<file path="config.mk">
export PLATFORM = sky130hd
export DESIGN_NAME = ps2_host_tx
export DESIGN_NICKNAME = d
export VERILOG_FILES = /design/src/rtl/ps2_host_tx.sv
export SDC_FILE = /design/constraint.sdc
export NUM_CORES = 1
export LEC_CHECK = 0
export ABC_AREA = 1
export CORE_ASPECT_RATIO = 1.5
export CORE_MARGIN = 1
export CORE_UTILIZATION = 35
export DETAILED_ROUTE_END_ITERATION = 7
export GPL_ROUTABILITY_DRIVEN = 0
export SLEW_MARGIN = 30
export SYNTH_ARGS = -nofsm -noshare
export SYNTH_HDL_FRONTEND = slang
export SYNTH_SLANG_ARGS = --single-unit
</file>
<file path="constraint.sdc">
create_clock -name clk -period 2.9 [get_ports clk]
set_input_delay 0.29 -clock clk [delete_from_list [all_inputs] [get_ports clk]]
set_output_delay 0.29 -clock clk [all_outputs]
set_load 0.02 [all_outputs]
</file>
<file path="src/rtl/ps2_host_tx.sv">
// PS/2 host-to-device transmitter: request-to-send, 8 data bits LSB first, odd parity, stop, ACK check.
// Pads are open-drain: the *_oe outputs only ever pull a line low.
module ps2_host_tx #(
    parameter int INHIBIT_CYCLES = 12000,
    parameter int TIMEOUT_CYCLES = 1500000,
    parameter int FILTER_CYCLES  = 8
) (
    input  logic       clk,
    input  logic       rst,
    input  logic       tx_valid,
    input  logic [7:0] tx_data,
    output logic       tx_ready,
    output logic       busy,
    output logic       done,
    output logic       err,
    output logic [1:0] err_code,
    input  logic       ps2_clk_i,
    input  logic       ps2_data_i,
    output logic       ps2_clk_oe,
    output logic       ps2_data_oe,
    output logic [2:0] fsm_state
);

    // Handshake: a byte is taken on any posedge where tx_valid && tx_ready; tx_ready is high only in IDLE.

    localparam int IW = $clog2(INHIBIT_CYCLES + 1);
    localparam int TW = $clog2(TIMEOUT_CYCLES + 1);
    localparam int FW = $clog2(FILTER_CYCLES + 1);

    typedef enum logic [2:0] {
        S_IDLE      = 3'd0,
        S_INHIBIT   = 3'd1,
        S_REQ       = 3'd2,
        S_WAIT_IDLE = 3'd3,
        S_FAIL      = 3'd4
    } state_t;

    state_t state_q, state_d;

    logic [1:0]    pads;
    logic [1:0]    sync1, sync2, filt, filt_d;
    logic [FW-1:0] fcnt [2];
    logic          fall_clk;

    logic [7:0]    data_q;
    logic          parity_q;
    logic          drive_q;
    logic [3:0]    bit_cnt;
    logic [IW-1:0] inh_cnt;
    logic [TW-1:0] tmo_cnt;
    logic [1:0]    err_code_q;

    logic          inh_last, tmo_hit, ack_edge;

    // Index 0 is CLK, index 1 is DATA.
    assign pads = {ps2_data_i, ps2_clk_i};

    always_ff @(posedge clk) begin
        if (!rst) begin
            sync1   <= '1;
            sync2   <= '1;
            filt    <= '1;
            filt_d  <= '1;
            fcnt[0] <= '0;
            fcnt[1] <= '0;
        end else begin
            sync1  <= pads;
            sync2  <= sync1;
            filt_d <= filt;
            for (int i = 0; i < 2; i++) begin
                if (sync2[i] == filt[i]) begin
                    fcnt[i] <= '0;
                end else if (fcnt[i] == FW'(FILTER_CYCLES - 1)) begin
                    filt[i] <= sync2[i];
                    fcnt[i] <= '0;
                end else begin
                    fcnt[i] <= fcnt[i] + 1'b1;
                end
            end
        end
    end

    assign fall_clk = filt_d[0] & ~filt[0];

    assign inh_last = (state_q == S_INHIBIT) && (inh_cnt == IW'(INHIBIT_CYCLES - 1));
    assign tmo_hit  = (state_q == S_REQ) && (tmo_cnt == TW'(TIMEOUT_CYCLES - 1));
    assign ack_edge = (state_q == S_REQ) && fall_clk && (bit_cnt == 4'd10);

    always_ff @(posedge clk) begin
        if (!rst) begin
            state_q <= S_IDLE;
        end else begin
            state_q <= state_d;
        end
    end

    // Timeout is tested before the ACK edge so it wins when both land together.
    always_comb begin
        state_d = state_q;
        case (state_q)
            S_IDLE:      if (tx_valid) state_d = S_INHIBIT;
            S_INHIBIT:   if (inh_last) state_d = S_REQ;
            S_REQ: begin
                if (tmo_hit)       state_d = S_FAIL;
                else if (ack_edge) state_d = filt[1] ? S_FAIL : S_WAIT_IDLE;
            end
            S_WAIT_IDLE: if (filt == 2'b11) state_d = S_IDLE;
            S_FAIL:      state_d = S_IDLE;
            default:     state_d = S_IDLE;
        endcase
    end

    always_comb begin
        tx_ready    = (state_q == S_IDLE);
        busy        = (state_q != S_IDLE);
        done        = (state_q == S_WAIT_IDLE) && (filt == 2'b11);
        err         = (state_q == S_FAIL);
        ps2_clk_oe  = (state_q == S_INHIBIT);
        ps2_data_oe = inh_last || ((state_q == S_REQ) && drive_q);
        err_code    = err_code_q;
        fsm_state   = state_q;
    end

    always_ff @(posedge clk) begin
        if (!rst) begin
            data_q     <= '0;
            parity_q   <= 1'b0;
            drive_q    <= 1'b0;
            bit_cnt    <= '0;
            inh_cnt    <= '0;
            tmo_cnt    <= '0;
            err_code_q <= 2'b00;
        end else begin
            case (state_q)
                S_IDLE: begin
                    if (tx_valid) begin
                        data_q     <= tx_data;
                        parity_q   <= ~^tx_data;
                        err_code_q <= 2'b00;
                        inh_cnt    <= '0;
                    end
                end
                S_INHIBIT: begin
                    inh_cnt <= inh_cnt + 1'b1;
                    if (inh_last) begin
                        tmo_cnt <= '0;
                        bit_cnt <= '0;
                        drive_q <= 1'b1;
                    end
                end
                S_REQ: begin
                    tmo_cnt <= tmo_cnt + 1'b1;
                    if (tmo_hit) begin
                        err_code_q <= 2'b01;
                    end else if (fall_clk) begin
                        bit_cnt <= bit_cnt + 1'b1;
                        // Edge n presents bit n-1; edge 11 is the ACK sample point.
                        case (bit_cnt)
                            4'd0, 4'd1, 4'd2, 4'd3,
                            4'd4, 4'd5, 4'd6, 4'd7: drive_q <= ~data_q[bit_cnt[2:0]];
                            4'd8:                   drive_q <= ~parity_q;
                            4'd9:                   drive_q <= 1'b0;
                            4'd10: if (filt[1])     err_code_q <= 2'b10;
                            default:                drive_q <= 1'b0;
                        endcase
                    end
                end
                default: begin
                    drive_q <= 1'b0;
                end
            endcase
        end
    end

endmodule

</file>
==> results of run 1 <==
## synth_stat cells (3+ instances only)
cell type,n
sky130_fd_sc_hd__clkbuf_1,4
sky130_fd_sc_hd__nand4_1,6
sky130_fd_sc_hd__nand2_2,9
sky130_fd_sc_hd__o21ai_1,3
sky130_fd_sc_hd__inv_1,57
sky130_fd_sc_hd__edfxtp_1,8
sky130_fd_sc_hd__o211ai_1,5
sky130_fd_sc_hd__nor3_2,3
sky130_fd_sc_hd__nor2_2,4
sky130_fd_sc_hd__or2_2,4
sky130_fd_sc_hd__nor2_1,74
sky130_fd_sc_hd__xnor2_1,6
sky130_fd_sc_hd__nor3b_1,4
sky130_fd_sc_hd__ha_1,8
sky130_fd_sc_hd__nor2_4,3
sky130_fd_sc_hd__a21oi_1,45
sky130_fd_sc_hd__o22ai_1,3
sky130_fd_sc_hd__dfxtp_1,61
sky130_fd_sc_hd__a211oi_1,3
sky130_fd_sc_hd__nor3_1,9
sky130_fd_sc_hd__a31oi_1,3
sky130_fd_sc_hd__nand3_1,40
sky130_fd_sc_hd__buf_2,8
sky130_fd_sc_hd__nand2_1,91
sky130_fd_sc_hd__o21ai_0,37
sky130_fd_sc_hd__xor2_1,5
sky130_fd_sc_hd__nand3_2,5
## kinds of logic (layout without fill, tap and decap cells)
kind of cell               Yosys count  count (layout)
and+or+nand+nor                    256             256
other                                1               8
xor gates and xnor gates            11              11
buffers and inverters               76             104
AOI/OAI and AO/OA                  106             106
DFF                                 69              69
adders and majority gates            8               8
## power groups by stage
stage / Combinational (mW) / Sequential (mW) / Clock, mW
2_1_floorplan: 0.820 / 1.16 / 0
3_3_place_gp: 1.10 / 1.15 / 0
3_5_place_dp: 1.10 / 1.15 / 0
4_1_cts: 1.11 / 1.13 / 1.05
5_1_grt: 1.24 / 1.15 / 1.08
6_report: 1.10 / 1.13 / 1.02
## worst max-delay path, cell delays in order (launching register included)
cell and delay (ns):
sky130_fd_sc_hd__dfxtp_1 0.32, sky130_fd_sc_hd__inv_1 0.15, sky130_fd_sc_hd__nand3_2 0.27, sky130_fd_sc_hd__inv_1 0.39
sky130_fd_sc_hd__nand2_2 0.10, sky130_fd_sc_hd__o21ai_0 0.15, sky130_fd_sc_hd__clkdlybuf4s50_1 0.67
## metal layers
layer / GRT usage / wire (um) / vias to the layer above / part of all wire
li1: - / - / 1796 / -
met1: 0.191 / 3740 / 1582 / 0.44
met2: 0.300 / 4370 / 38 / 0.51
met3: 0.0331 / 195 / 13 / 0.023
met4: 0.0843 / 187 / 0 / 0.022
met5: 0 / 0 / - / 0
## layout make-up
cell class / count / area (sq um) / share of cell area
clock buffer: 12 / 256 / 0.0580
sequential: 69 / 1460 / 0.330
inverter: 59 / 221 / 0.0501
timing repair buffer: 29 / 275 / 0.0622
clock inverter: 4 / 22.5 / 0.00509
multi-input combinational: 389 / 2010 / 0.454
tap: 144 / 180 / 0.0407
## worst min-delay path by stage
stage | cells after the start | endpoint | slack, ns | startpoint
floorplan | 1 | sync2[0]$_SDFF_PN1_ | 0.39 | sync1[0]$_SDFF_PN1_
global placement | 1 | sync2[0]$_SDFF_PN1_ | 0.40 | sync1[0]$_SDFF_PN1_
detailed placement | 1 | sync2[1]$_SDFF_PN1_ | 0.40 | sync1[1]$_SDFF_PN1_
CTS | 1 | sync2[1]$_SDFF_PN1_ | 0.41 | sync1[1]$_SDFF_PN1_
global route | 1 | sync2[1]$_SDFF_PN1_ | 0.43 | sync1[1]$_SDFF_PN1_
finish | 1 | sync2[0]$_SDFF_PN1_ | 0.41 | sync1[0]$_SDFF_PN1_
## stage by stage
| step | std cells | setup slack, ns | hold WS, ns |
|---|---|---|---|
| 2_1_floorplan | 534 | 1.16 | 0.393 |
| 3_3_place_gp | 690 | 0.626 | 0.398 |
| 3_5_place_dp | 690 | 0.585 | 0.397 |
| 4_1_cts | 706 | 0.208 | 0.415 |
| 5_1_grt | 706 | 0.0682 | 0.425 |
| 6_report | 706 | 0.227 | 0.414 |
## registers in the layout (all words and copies together) (netlist names), 3 cells and up
| name | flops |
|---|---|
| tmo_cnt | 21 |
| inh_cnt | 14 |
| data_q | 8 |
| fcnt | 8 |
| bit_cnt | 4 |
| fsm_state | 3 |
==> results summary, run 1 <==
The clock passes through at most 2 buffers. The largest driver fanout on the critical path came out at 12. The total leakage power came out at 1.67 nW. The number of CTS-inserted buffers is 9. The predominant post-synthesis flop cell is sky130_fd_sc_hd__dfxtp_1. The number of remaining DRC errors came out at 0. Setup repair after global routing left no endpoint under its margin.

The fraction of synthesized area in multiplexers came out at 0. The H-tree was split into 3 levels. The completed layout was analyzed and its total power is 3.26 mW. The simple-gate area share of the yosys netlist is 0.317. In this run the register-to-register setup slack is 0.98 ns.

The total number of clock tree sinks came out at 69. After the first detailed-routing iteration, the DRC count stood at 145. Adding up every negative setup slack in the final design gives 0 ns. After synthesis, the cell types taking the most area are sky130_fd_sc_hd__dfxtp_1 32%, sky130_fd_sc_hd__nand2_1 9.0%, sky130_fd_sc_hd__nor2_1 7.4%. In this run, synthesis inferred 8 flip-flops with an integrated enable. The first detailed-routing pass took 4 iterations.

The final critical path time including I/O delays and setup is 2.67 ns. The detailed-route vias per instance is 4.86. The number of input and output port buffers inserted is 23. The top-area cell type share of the netlist area is 0.323. The post-synthesis sequential area ratio came out at 0.387. Leaving out fill and tap cells, the most frequent cell in the layout is sky130_fd_sc_hd__nand2_1. Summed over all instances, the cell type with the most area after synthesis is sky130_fd_sc_hd__dfxtp_1. A synthesized cell averages 7.17 sq um. The worst setup path is launched from a flop. The largest net degree at the start of global routing is 22. For this design the ratio of total power to cell area is 736 nW/um^2.

The die covers 11200 sq um. The worst register-to-register path ends at tmo_cnt[4]$_SDFFE_PN0P_. The number of placement rows came out at 46. The post-synthesis share of cell area spent on xor and xnor gates came out at 0.0255. The layout cell share with drive strength beyond 1 is 0.0961. After detailed routing, the total wire length is 8500 um. The logic depth of the worst register-to-register path is 8.

In the layout the commonest cells are 91 x sky130_fd_sc_hd__nand2_1, 74 x sky130_fd_sc_hd__nor2_1, 61 x sky130_fd_sc_hd__dfxtp_1, 57 x sky130_fd_sc_hd__inv_1, 45 x sky130_fd_sc_hd__a21oi_1. The die is 86.8 um wide. The cell count after synthesis came out at 527. The fraction of the mapped netlist area in compound gates is 0.154.

The number of failing setup endpoints in the final timing report is 0. The tool flagged a number of max-cap violations equal to 0. The total global routing track utilization is 0.169.

In this run the critical register-to-register path is launched from fsm_state[2]$_SDFFE_PN0P_. The critical path required time came out at 2.61 ns. The relative contribution of combinational cells to total power is 0.339. Clock-pin slew was measured on the worst setup and hold paths at 0.05 ns.

The maximum clock skew at final layout came out at 0.00621 ns. The core region area came out at 10500 sq um. The detail route stage leaves a number of antenna-violating nets equal to 0. By startpoint and endpoint, the worst setup path is classified as flop to primary output. Post-CTS timing repair inserted 0 buffers for setup.

The initial antenna violation count is 0. The share of async-settable or async-resettable flops after synthesis came out at 0. The via count of the routed design came out at 3429. The count of pins over their slew limit came to 0. Of the total power, the share spent switching nets is 0.366. The switching power summed over all nets came out at 1.19 mW. The wire length of the first global-routing pass came out at 14800 um. The post-synthesis cell type count is 41. The placement-stage cell area came out at 4150 sq um. The final design utilization came out at 0.420. Tracing the worst setup path back leads to its startpoint at fsm_state[2]$_SDFFE_PN0P_. The number of buffers added to fix hold violations after cts came out at 0. The final period utilization is 0.922. The initial utilization of the core area, before any placement, comes to 0.359. The number of global-route vias before repair was 3333. The synthesized flop and latch total came out at 69. The clock latency on the worst-skew pair came out at 0.33 ns. The final hold violation count is 0. The vertical die dimension is 129 um. The layout overhead on the synthesized area came out at 17.2%. The endpoint of the worst setup timing path is ps2_data_oe.

The share of total power dissipated in sequential elements is 0.348. The run finished with clean final reports. The internal power came out at 2.06 mW. The total overflow left after global routing is 0. The CTS tree is done. The share of power burned in the clock network came out at 0.312. The cell area after synthesis is 3780 sq um. The detailed placement HPWL is 6190 um. The worst setup path is captured at a primary output. The post-synthesis adder-cell area fraction is 0.0265. For the worst setup path, the data arrival time is 2.38 ns. The path category of the worst min-delay check is flop to flop. After detailed routing, the average wire length per cell comes to 12.0 um. For this run, the number of Yosys warnings is 0.

Based on the critical path, the design can be clocked at up to 374 MHz. The number of fillers in the final layout is 1104. 0 antenna diodes ended up in the layout. The number of resized instances in the post-cts repair step is 0.

In this run the count of I/O pins placed on the die edge is 24. The final net count came out at 578. The finished layout cell area came out at 4420 sq um. After synthesis, the largest family of logic cells by area is simple AND/OR/NAND/NOR gates. The largest voltage drop on the vdd net came out at 0.486 mV. The clock tree root buffer cell is sky130_fd_sc_hd__clkbuf_16.
Power figures use the tool's default switching activity.
==> run 2: changes to the inputs <==
Settings changed: SKIP_CTS_REPAIR_TIMING from default to 1, SLEW_MARGIN 30 to 20.
==> results of run 2 <==
Same layout as run 1: the final DEF is identical, and so are final timing and power.
==> run 3: changes to the inputs <==
Settings changed: CORE_ASPECT_RATIO 1.5 to default, TNS_END_PERCENT from default to 30.
==> run 3 against run 2 <==
Compared with the run above:
- sequential power about the same
- clock power down 22%
- setup slack better by 0.14 ns
- non-clock buffer count unchanged
- total power down 6.4%
- largest power group unchanged
==> results summary, run 3 (synthesis results as in run 1) <==
The initial antenna violation count came out at 0. Counting flops per register, the top entry is tmo_cnt. The die boundary width is 106 um. The number of remaining DRC errors is 0.

The largest driver fanout on the critical path came out at 4. The via count of the routed design came out at 3461. The core region area came out at 10400 sq um. Walking the worst path, the cells encountered are ha_1 -> nand2_2 -> nor2_4 -> nand3_2 -> nor2_4 -> nand2_2 -> o21ai_0 -> clkdlybuf4s50_1. The wire length reported by the detailed router came out at 8420 um. The flip-flop count of the largest register after layout is 21. After legalization and detailed placement, the total HPWL measured 6110 um.

The clock latency on the worst-skew pair came out at 0.36 ns. The area growth from synthesis to layout is 14.8%. Counting the buffers created by CTS gives 9.

In the final design database the tool counted 578 nets. The library cells used most frequently in the layout, excluding fill and tap cells, are 91 x sky130_fd_sc_hd__nand2_1, 74 x sky130_fd_sc_hd__nor2_1, 61 x sky130_fd_sc_hd__dfxtp_1, 57 x sky130_fd_sc_hd__inv_1, 45 x sky130_fd_sc_hd__a21oi_1. The tool flagged a number of max-cap violations equal to 0. The wire length of the first global-routing pass came out at 15000 um. The largest registers in the layout are tmo_cnt: 21 flops, inh_cnt: 14 flops. The number of failing setup endpoints in the final timing report came out at 0. The floorplan step defined a die boundary enclosing 11200 sq um. The path category of the worst min-delay check is flop to flop.

Power comes to 3.05 mW. The final critical path time including I/O delays and setup came out at 2.53 ns. The maximum clock skew at final layout came out at 0.0199 ns. The number of top-level design ports came out at 24.

The total number of clock tree sinks is 69. The number of DRC violations after detailed-routing iteration 0 is 173. The CTS tree is done. The final hold violation count is 0. The number of input and output port buffers inserted came out at 23. The relative max-transition margin came out at 0.589.

The count of nets left with antenna violations once routing finished came out at 0. The worst-case IR drop observed on VDD is 0.500 mV. The tree is rooted in a sky130_fd_sc_hd__clkbuf_8.

The clock passes through at most 2 buffers. The flow ran to the end, and the final reports show no timing, DRC or antenna violations. Dividing the final minimum period by the clock period gives 0.874.

The kind of critical path is flop to primary output. The total power divided by cell area is 703 nW/um^2. The routed length per placed instance is 12.1 um. Adding up every negative setup slack in the final design gives 0 ns. The kind of end point of the critical path is a primary output.

The count of pins over their slew limit came out at 0. For this design the static power due to leakage is 1.63 nW. The critical path required time is 2.61 ns. The cell family with the largest share of critical-path delay is buffers and inverters. The number of placement rows is 37.

The layout cell share with drive strength beyond 1 came out at 0.0979. Measured along the y axis, the die boundary spans 106 um. Setup repair after global routing left no endpoint under its margin. The overflow left after global routing came out at 0.

0 antenna diodes ended up in the layout. Across every metal layer, demand over resource in global routing totals 0.166. The arrival time of data at the critical path endpoint came out at 2.24 ns. The kind of launch point of the worst setup path is a flop. The iteration count of the initial detailed-routing pass came out at 4. The number of global-route vias before repair is 3341. The count of buffer and inverter cells on the critical path is 1. In the routed layout, each cell is associated on average with a via count of 4.96. The initial core utilization is 0.364. Entering global routing, the biggest net connects 25 pins.

On the critical path, the stage with the largest delay is an instance of sky130_fd_sc_hd__clkdlybuf4s50_1. The clock-pin transition on the worst setup and hold timing paths came out at 0.10 ns. Based on the critical path, the design can be clocked at up to 395 MHz.

The library cell used most frequently in the layout, excluding fill and tap cells, is sky130_fd_sc_hd__nand2_1. For the pin with the worst max-slew slack, the measured transition is 0.614 ns. The delay of the slowest critical-path stage is 0.66 ns.

The clock tree synthesis step divided the H-tree into 3 levels.
## run 3: per-stage QoR
stage,instance area [sq um],utilization,cells,hold slack (ns),setup slack [ns]
3_5_place_dp,4140,0.399,682,0.404,0.744
3_3_place_gp,4140,0.399,682,0.398,0.760
4_1_cts,4340,0.418,698,0.427,0.335
6_report,4340,0.418,698,0.425,0.365
2_1_floorplan,3800,-,534,0.393,1.16
5_1_grt,4340,0.418,698,0.440,0.208
## run 3: final cells by class
cell class	instances	area [sq um]
Fill cell	1110	6030
Multi-Input combinational cell	389	2010
Sequential cell	69	1460
Timing Repair Buffer	29	275
Inverter	59	221
Tap cell	136	170
Clock buffer	9	124
Clock inverter	7	76.3
## run 3: final timing paths
kind                              from                      end  slack [ns]  cells past startpoint
max reg2reg  fsm_state[2]$_SDFFE_PN0P_  bit_cnt[0]$_SDFFE_PN0P_        1.05                      9
min                sync1[1]$_SDFF_PN1_      sync2[1]$_SDFF_PN1_        0.43                      1
max            inh_cnt[0]$_SDFFE_PN0P_              ps2_data_oe        0.37                      8
min reg2reg        sync1[1]$_SDFF_PN1_      sync2[1]$_SDFF_PN1_        0.43                      1
## run 3: metal layers
| layer | vias up | GRT usage | share of wire |
|---|---|---|---|
| li1 | 1797 | - | - |
| met1 | 1601 | 0.196 | 0.47 |
| met2 | 49 | 0.289 | 0.49 |
| met3 | 14 | 0.0396 | 0.027 |
| met4 | 0 | 0.0635 | 0.016 |
| met5 | - | 0 | 0 |
## run 3: report_power, final
part / internal (mW) / leakage (nW) / switching, mW / total, mW
clock network: 0.343 / 0.103 / 0.452 / 0.795
registers: 1.06 / 0.579 / 0.0675 / 1.13
logic: 0.390 / 0.950 / 0.732 / 1.12
==> patch, RTL diff (settings of run 1) <==
Put a register stage on the output `err`, without a reset. The value now appears one clock later. The other outputs are not delayed to match.
--- a/src/rtl/ps2_host_tx.sv
+++ b/src/rtl/ps2_host_tx.sv
@@ -35,4 +35,6 @@
         S_FAIL      = 3'd4
     } state_t;
+
+    logic err_d;
 
     state_t state_q, state_d;
@@ -115,5 +117,5 @@
         busy        = (state_q != S_IDLE);
         done        = (state_q == S_WAIT_IDLE) && (filt == 2'b11);
-        err         = (state_q == S_FAIL);
+        err_d       = (state_q == S_FAIL);
         ps2_clk_oe  = (state_q == S_INHIBIT);
         ps2_data_oe = inh_last || ((state_q == S_REQ) && drive_q);
@@ -173,4 +175,8 @@
     end
 
+    always_ff @(posedge clk) begin
+        err <= err_d;
+    end
+
 endmodule
 
Function: same outputs for any inputs over 10 cycles, from zero or initial values and one cycle with rst low; that may be too few to reach the edited logic, so the function may still have changed.
==> patch against run 1 <==
- register-to-register slack better by 100 ps
- hold slack hardly changed
- clock power hardly changed
- design area is 0.40% higher
- area after synthesis is 0.53% higher
- worst setup slack better by 180 ps
- sequential cell count is 1 higher
- via count is 1.7% higher
- power is 0.92% higher
- routed wire length is 0.53% higher
- final cell count is 0.14% higher
==> patch: results (changes against run 1) <==
outcome: "finished, final reports clean"  # unchanged
reg.largest.list: "tmo_cnt: 21 flops, inh_cnt: 14 flops"  # unchanged
dp_slack_ps: 759  # was 585 ps
grt_pass1_vias: 3426  # was 3333
yosysSeqAreaShare_pct: 39.0  # was 38.7%
final_cells: 707  # was 706
leakagePower_nw: 1.67  # about the same
syn_inst: 528  # was 527
ir_drop_mv: 0.383  # was 0.486 mV
hpwl_mm: 6.17  # was 6.19 mm
finClkSkew_ps: 9.06  # was 6.21 ps
synth_area_leaders: "dfxtp_1, nand2_1, nor2_1"  # unchanged
first_pass_iters: 5  # was 4
cts_setup_buffers: 0  # unchanged
synth_commonest_cells: "nand2_1, nor2_1, dfxtp_1"  # unchanged
cts.root.buffer_cell: "clkbuf_16"  # unchanged
placed_area_mm2: 0.00417  # was 0.00415 mm^2
grt_pass1_wl_mm: 15.0  # was 14.8 mm
grt_max_degree: 35  # was 22
wire_per_inst_um: 12.1  # was 12.0 um
clk_pin_slew_ps: 60
num-nets-final: 579  # was 578
dp_cells: 691  # was 690
synth-edff-count: 8  # unchanged
cp_max_fo: 4  # was 12
timing.critical_path.arrival_ps: 2210  # was 2380 ps
routed_via_density: 4.93  # was 4.86
drt_iter0_markers: 172  # was 145
-- patch: cell count changes after synthesis --
cell	delta
dfxtp_1	+1
-- patch: cell families (layout without fill, tap and decap cells) --
| group | Yosys count | after routing | share of synthesized area, % |
|---|---|---|---|
| compound gates | 106 | 106 | 15.4 |
| fa+ha+maj | 8 | 8 | 2.64 |
| other cells | 1 | 8 | 0.0988 |
| buf+inv | 76 | 104 | 8.80 |
| simple gates | 256 | 256 | 31.5 |
| xor+xnor | 11 | 11 | 2.54 |
| flops | 70 | 70 | 39.0 |
-- patch: area by class of cell --
type                       instances  area (um^2)
multi-input combinational        389         2010
tap                              144          180
clock inverter                     6         47.5
timing repair buffer              29          275
fill                            1125         6150
sequential                        70         1480
inverter                          59          221
clock buffer                      10          229
-- patch: final timing paths --
| check | startpoint | endpoint | slack (ps) | cells after the start |
|---|---|---|---|---|
| worst max-delay path | inh_cnt[0] | ps2_data_oe | 400 | 8 |
| worst max register to register | fsm_state[2] | bit_cnt[0] | 1080 | 8 |
| worst min-delay path | sync1[0] | sync2[0] | 410 | 1 |
| worst min register to register | sync1[0] | sync2[0] | 410 | 1 |
-- patch: metal layers --
layer / GRT usage [%] / wire, um
met5: 0 / 0
met4: 7.84 / 165
met3: 3.76 / 299
met1: 19.2 / 3770
met2: 29.4 / 4310
-- patch: critical path, delay by kind of cell, from the launching register on --
| kind | cells | cell delay [ps] |
|---|---|---|
| adder cells (fa/ha/maj) | 1 | 200 |
| AND/OR/NAND/NOR | 5 | 510 |
| buffers and inverters | 1 | 660 |
| AO/OA/AOI/OAI | 1 | 140 |
| flip-flops | 1 | 370 |
-- patch: power by group --
| group | switching [mW] | internal, mW |
|---|---|---|
| Clock | 0.431 | 0.584 |
| Sequential | 0.0702 | 1.08 |
| Combinational | 0.731 | 0.389 |
